`src/rtl/mii_rx_pkg.sv`:
```
// Shared types and constants for the MII receive frame checker.
package mii_rx_pkg;

  typedef enum logic [1:0] {
    IDLE     = 2'd0,
    PREAMBLE = 2'd1,
    DATA     = 2'd2,
    DROP     = 2'd3
  } rx_state_t;

  localparam logic [31:0] CRC_INIT    = 32'hFFFF_FFFF;
  localparam logic [31:0] CRC_RESIDUE = 32'hC704_DD7B;
  localparam logic [31:0] CRC_POLY    = 32'h04C1_1DB7;
  localparam logic [3:0]  NIB_PRE     = 4'h5;
  localparam logic [3:0]  NIB_SFD     = 4'hD;

  typedef struct packed {
    logic len_err;
    logic rx_er_seen;
    logic align_err;
    logic fcs_err;
  } rx_err_t;

endpackage

```
`src/rtl/crc32_nibble_rx.sv`:
```
// Ethernet CRC32 register advanced one MII nibble per enabled cycle.
// Held in MSB-first orientation, so a good frame leaves CRC_RESIDUE behind.
module crc32_nibble_rx
  import mii_rx_pkg::*;
(
  input  logic        clk,
  input  logic        reset,
  input  logic        init,
  input  logic        en,
  input  logic [3:0]  data,
  output logic [31:0] crc
);

  // rxd[0] is the first bit on the wire
  function automatic logic [31:0] crc_next(input logic [31:0] c, input logic [3:0] d);
    logic [31:0] r;
    r = c;
    for (int i = 0; i < 4; i++) begin
      if (r[31] ^ d[i]) r = (r << 1) ^ CRC_POLY;
      else              r = r << 1;
    end
    return r;
  endfunction

  always_ff @(posedge clk or posedge reset) begin
    if (reset)     crc <= CRC_INIT;
    else if (init) crc <= CRC_INIT;
    else if (en)   crc <= crc_next(crc, data);
  end

endmodule

```
`src/rtl/mii_rx_fcs_check.sv`:
```
// MII receive frame checker: preamble/SFD strip, nibble-to-byte assembly, FCS check, counters.
// Optional RX_LEN_CHECK_EN adds a frame length check against MIN_LEN/MAX_LEN.
module mii_rx_fcs_check
  import mii_rx_pkg::*;
#(
  parameter int unsigned CNT_W   = 16,
  parameter int unsigned MAX_LEN = 1518,
  parameter int unsigned MIN_LEN = 64
) (
  input  logic             clk,
  input  logic             reset,
  input  logic             rx_dv,
  input  logic             rx_er,
  input  logic [3:0]       rxd,
  output logic [7:0]       out_data,
  output logic             out_valid,
  output logic             out_sop,
  output logic             out_eop,
  output logic             out_good,
  output logic [3:0]       out_err,
  output logic [CNT_W-1:0] good_cnt,
  output logic [CNT_W-1:0] bad_cnt
);

  rx_state_t   state;
  logic        nib_odd;
  logic [3:0]  low_nib;
  logic [7:0]  hold_data;
  logic        hold_valid;
  logic        hold_first;
  logic        first_pend;
  logic        rx_er_seen;
  logic [31:0] crc;

  logic    sfd_hit, pre_bad, crc_en, data_hi, frame_end, emit;
  logic    len_err, frame_ok, good_inc, bad_inc;
  rx_err_t err_c;

  assign sfd_hit   = ((state == IDLE) || (state == PREAMBLE)) && rx_dv && (rxd == NIB_SFD);
  assign pre_bad   = (state == PREAMBLE) && rx_dv && (rxd != NIB_PRE) && (rxd != NIB_SFD);
  assign crc_en    = (state == DATA) && rx_dv;
  assign data_hi   = crc_en && nib_odd;
  assign frame_end = (state == DATA) && !rx_dv;
  // a held byte leaves only once we know whether it is the last one
  assign emit      = hold_valid && (data_hi || frame_end);

  crc32_nibble_rx u_crc (
    .clk   (clk),
    .reset (reset),
    .init  (sfd_hit),
    .en    (crc_en),
    .data  (rxd),
    .crc   (crc)
  );

`ifdef RX_LEN_CHECK_EN
  localparam int unsigned LEN_W = 11;
  logic [LEN_W-1:0] byte_cnt;

  always_ff @(posedge clk or posedge reset) begin
    if (reset)                       byte_cnt <= '0;
    else if (sfd_hit)                byte_cnt <= '0;
    else if (data_hi && ~&byte_cnt)  byte_cnt <= byte_cnt + 1'b1;
  end

  assign len_err = (byte_cnt < LEN_W'(MIN_LEN)) || (byte_cnt > LEN_W'(MAX_LEN));
`else
  logic unused_len;
  assign unused_len = ^{MIN_LEN, MAX_LEN};
  assign len_err    = 1'b0;
`endif

  always_comb begin
    err_c            = '0;
    err_c.len_err    = len_err;
    err_c.rx_er_seen = rx_er_seen;
    err_c.align_err  = nib_odd;
    err_c.fcs_err    = (crc != CRC_RESIDUE);
  end

  // frames ending with no complete byte count as bad
  assign frame_ok = hold_valid && (err_c == '0);
  assign good_inc = frame_end && frame_ok;
  assign bad_inc  = (frame_end && !frame_ok) || pre_bad;

  always_ff @(posedge clk or posedge reset) begin
    if (reset) begin
      state      <= DROP;
      nib_odd    <= 1'b0;
      low_nib    <= '0;
      hold_data  <= '0;
      hold_valid <= 1'b0;
      hold_first <= 1'b0;
      first_pend <= 1'b0;
      rx_er_seen <= 1'b0;
      out_data   <= '0;
      out_valid  <= 1'b0;
      out_sop    <= 1'b0;
      out_eop    <= 1'b0;
      out_good   <= 1'b0;
      out_err    <= '0;
      good_cnt   <= '0;
      bad_cnt    <= '0;
    end else begin
      out_valid <= 1'b0;
      out_sop   <= 1'b0;
      out_eop   <= 1'b0;
      out_good  <= 1'b0;
      out_err   <= '0;

      case (state)
        IDLE: begin
          if (rx_dv) begin
            if (rxd == NIB_PRE)      state <= PREAMBLE;
            else if (rxd == NIB_SFD) state <= DATA;
            else                     state <= DROP;
          end
        end
        PREAMBLE: begin
          if (!rx_dv)              state <= IDLE;
          else if (rxd == NIB_SFD) state <= DATA;
          else if (rxd != NIB_PRE) state <= DROP;
        end
        DATA:    if (!rx_dv) state <= IDLE;
        default: if (!rx_dv) state <= IDLE;
      endcase

      if (sfd_hit) begin
        nib_odd    <= 1'b0;
        hold_valid <= 1'b0;
        first_pend <= 1'b1;
        rx_er_seen <= 1'b0;
      end

      if (crc_en) begin
        nib_odd <= ~nib_odd;
        if (!nib_odd) low_nib <= rxd;
        if (rx_er)    rx_er_seen <= 1'b1;
      end

      if (emit) begin
        out_valid <= 1'b1;
        out_data  <= hold_data;
        out_sop   <= hold_first;
        out_eop   <= frame_end;
        if (frame_end) begin
          out_good <= (err_c == '0);
          out_err  <= err_c;
        end
      end

      if (data_hi) begin
        hold_data  <= {rxd, low_nib};
        hold_valid <= 1'b1;
        hold_first <= first_pend;
        first_pend <= 1'b0;
      end else if (emit) begin
        hold_valid <= 1'b0;
      end

      if (frame_end) nib_odd <= 1'b0;

      if (good_inc && ~&good_cnt) good_cnt <= good_cnt + 1'b1;
      if (bad_inc && ~&bad_cnt)   bad_cnt  <= bad_cnt + 1'b1;
    end
  end

endmodule

```
`config.mk`:
```
export PLATFORM = sky130hd
export DESIGN_NAME = mii_rx_fcs_check
export DESIGN_NICKNAME = d
export VERILOG_FILES = /design/src/rtl/mii_rx_pkg.sv /design/src/rtl/crc32_nibble_rx.sv /design/src/rtl/mii_rx_fcs_check.sv
export SDC_FILE = /design/constraint.sdc
export NUM_CORES = 1
export LEC_CHECK = 0
export BUFFER_PORTS_ARGS = -buffer_cell sky130_fd_sc_hd__buf_2
export CORE_MARGIN = 1.5
export CORE_UTILIZATION = 35
export DETAILED_ROUTE_END_ITERATION = 16
export GPL_ROUTABILITY_DRIVEN = 0
export SYNTH_ARGS = -nofsm -noshare
export SYNTH_HDL_FRONTEND = slang
export SYNTH_SLANG_ARGS = --single-unit
```
`constraint.sdc`:
```
create_clock -name clk -period 10.17 [get_ports clk]
set_input_delay 3.051 -clock clk [delete_from_list [all_inputs] [get_ports clk]]
set_output_delay 3.051 -clock clk [all_outputs]
set_load 0.03 [all_outputs]
```
==> run_results.csv <==
group,metric,value,unit
outcome,status,"finished, final reports clean",
clock_network,cts_buffer_depth,2,
power,p_leak,2.30,nW
yosys,yosysTopAreaCellShare,36.3,%
clock_network,cts-htree-levels,3,
place,hpwl,5820,um
critical_path,crit_chain,"buf_2 > and3b_2 > nand2_1 > nand2_1 > nand2_1 > mux2_2",
clock_network,clockRootBuffer,"clkbuf_16",
layout,design_area,5100,um2
floorplanning,start_util,36.3,%
sta,timing.fmax,190,MHz
critical_path,r2r_cells,5,
layout,area_growth,15.7,%
place,place_area,4830,um2
clock_network,cts_hold_buffers,0,
grt,track_usage,14.0,%
yosys,netlist_top_cells_area,"dfrtp_1 36%, dfstp_2 20%, xnor2_1 6.8%",
yosys,syn_area_per_cell,11.6,um2
yosys,netlist_area,4410,um2
route,ant_nets,0,
critical_path,crit_arrival,5.48,ns
flow_run,maxCapViolCount,0,
layout,n_antenna_cell,0,
power,power_density,271,nW/um2
clock_network,cts_resized,0,
route,viasPerCell,4.84,
layout,layout_commonest_cell,"dfrtp_1",
critical_path,worstPathMaxFanout,66,
yosys,synthCells,380,
sta,slew_headroom,18.4,%
critical_path,cp_slowest_cell,"and3b_2",
grt,antenna_found_initial,0,
sta,fin_tns_setup,0,ns
grt,grt_pass1_vias,2869,
route,routed_wl,8610,um
critical_path,max_stage_delay,0.90,ns
yosys,synth_area_leader_cell,"dfrtp_1",
floorplanning,die_width,115,um
yosys,synth_cell_types,46,
layout,regArea,2490,um2
sta,hold_viol,0,
grt,grt.overflow.total,0,
floorplanning,die_h,115,um
floorplanning,pin_count,56,
hold_path,hold_path_class,"flip-flop to flip-flop",
layout,drive_gt1_share,32.1,%
sta,finClkSkew,0.00653,ns
yosys,yosysSeqAreaShare,56.6,%
route,vias,2924,
yosys,synth_fp_nets,390,
route,drt-initial-drc-count,212,
yosys,ys_ff_latch,98,
layout,fin_nets,441,
critical_path,crit_top_cell,"nand2_1",
route,drc,0,
critical_path,cp-end-kind,"flip-flop",
hold_path,holdPathStages,1,
sta,grt_setup_unrepaired,"no",
sta,final-setup-viol-count,0,
yosys,synth-edff-count,0,
route,wl_per_cell,14.3,um
layout,multi_input_area,1830,um2
layout,fillerInstances,1159,
clock_network,clk_pin_slew,0.06,ns
grt,grt_max_degree,90,
critical_path,worst_ep_required_time,10.39,ns
floorplanning,die-area,13300,um2
sta,tightest_slew,1.22,ns
sta,min_period_over_period,51.7,%
clock_network,cts_tree,"yes",
sta,slew_viol_final,0,
floorplanning,rows,40,
clock_network,post_cts_buffers,0,
power,power,1.38,mW
critical_path,path_class,"input port to flip-flop",
clock_network,clock_sinks,98,
critical_path,start_kind,"input port",
yosys,synth_ff_type,"dfrtp_1",
route,first_pass_iters,4,
power,worst_ir_drop_vdd,0.000117,V
grt,grt_pass1_wl,14600,um
place,io_buffers,54,
yosys,async_reset_ff_share,100,%
floorplanning,core_area,12200,um2
clock_network,cts_made_buffers,9,
sta,post-route-min-period,5.26,ns
layout,layout_common_cells,"64 x dfrtp_1, 54 x buf_2, 34 x xnor2_1, 34 x dfstp_2, 32 x nor3_1",
clock_network,insertion_delay,0.34,ns
yosys,ys_warn_count,0,
## worst max-delay path: cells and delay by family
family                 cells  cell delay (ns)
buffers and inverters      1             0.14
multiplexers               1             0.37
AND/OR/NAND/NOR            4             1.91
## power by group
part           internal [mW]  leakage (nW)  switching (mW)
clock network          0.168         0.131           0.147
registers              0.545          1.20          0.0959
logic                  0.191         0.970           0.235
total                  0.904          2.30           0.478
## Yosys cell counts (4+ instances only)
library cell and n:
a21oi_1 27, and2_1 4, and3_1 7, clkbuf_1 9, dfrtp_1 64, dfstp_2 34, inv_1 5, mux2_2 24
nand2_1 24, nand3_1 11, nand4_1 10, nand4b_1 4, nor2_1 18, nor3_1 32, o21ai_0 6, xnor2_1 34
xor2_1 29
## logic make-up after synthesis
family                     Yosys count  share of synthesized area, %
other                                1                        0.0850
buffers and inverters               20                          1.96
muxes                               25                          6.35
xor gates and xnor gates            64                          12.9
and+or+nand+nor                    129                          16.4
adders and majority gates            2                         0.567
DFF                                 98                          56.6
AOI/OAI and AO/OA                   41                          5.19
## sequential cells by signal, summed over array words and instances (netlist names), 2 cells and up
signal	flops
out_err	3
state	2
bad_cnt	16
low_nib	4
u_crc.crc	32
out_data	8
hold_data	8
good_cnt	16
## per-stage QoR
step	worst slack [ns]	util [%]	hold WS, ns	std cells
floorplan	4.61	-	0.447	380
global placement	4.62	39.7	0.473	588
detailed placement	4.53	39.7	0.482	588
CTS	4.88	42.0	0.489	604
global route	4.63	42.0	0.504	604
finish	4.91	42.0	0.490	604
## worst paths after layout
path                              from           to  slack (ns)
max                              rx_dv  out_data[7]        4.91
min                        bad_cnt[11]  bad_cnt[11]        0.49
max reg2reg                   state[1]  out_data[7]        7.21
min reg2reg                bad_cnt[11]  bad_cnt[11]        0.49
max in group asynchronous        reset  good_cnt[0]        6.27
min in group asynchronous        reset  bad_cnt[14]        2.59
## metal layers
metal	vias up	part of all wire (%)	GRT usage, %
met2	73	44	21.3
met4	0	0.69	2.88
met1	1431	51	19.9
met5	-	0	0
li1	1415	-	-
met3	5	4.3	4.38
## area by class of cell
cell class | instances | share of cell area, %
clock inverter | 5 | 0.760
clock buffer | 11 | 4.56
sequential | 98 | 48.9
inverter | 5 | 0.392
timing repair buffer | 55 | 5.44
multi-input combinational | 262 | 35.9
tap | 168 | 4.12
No activity file was read; power rests on OpenSTA's default activity.
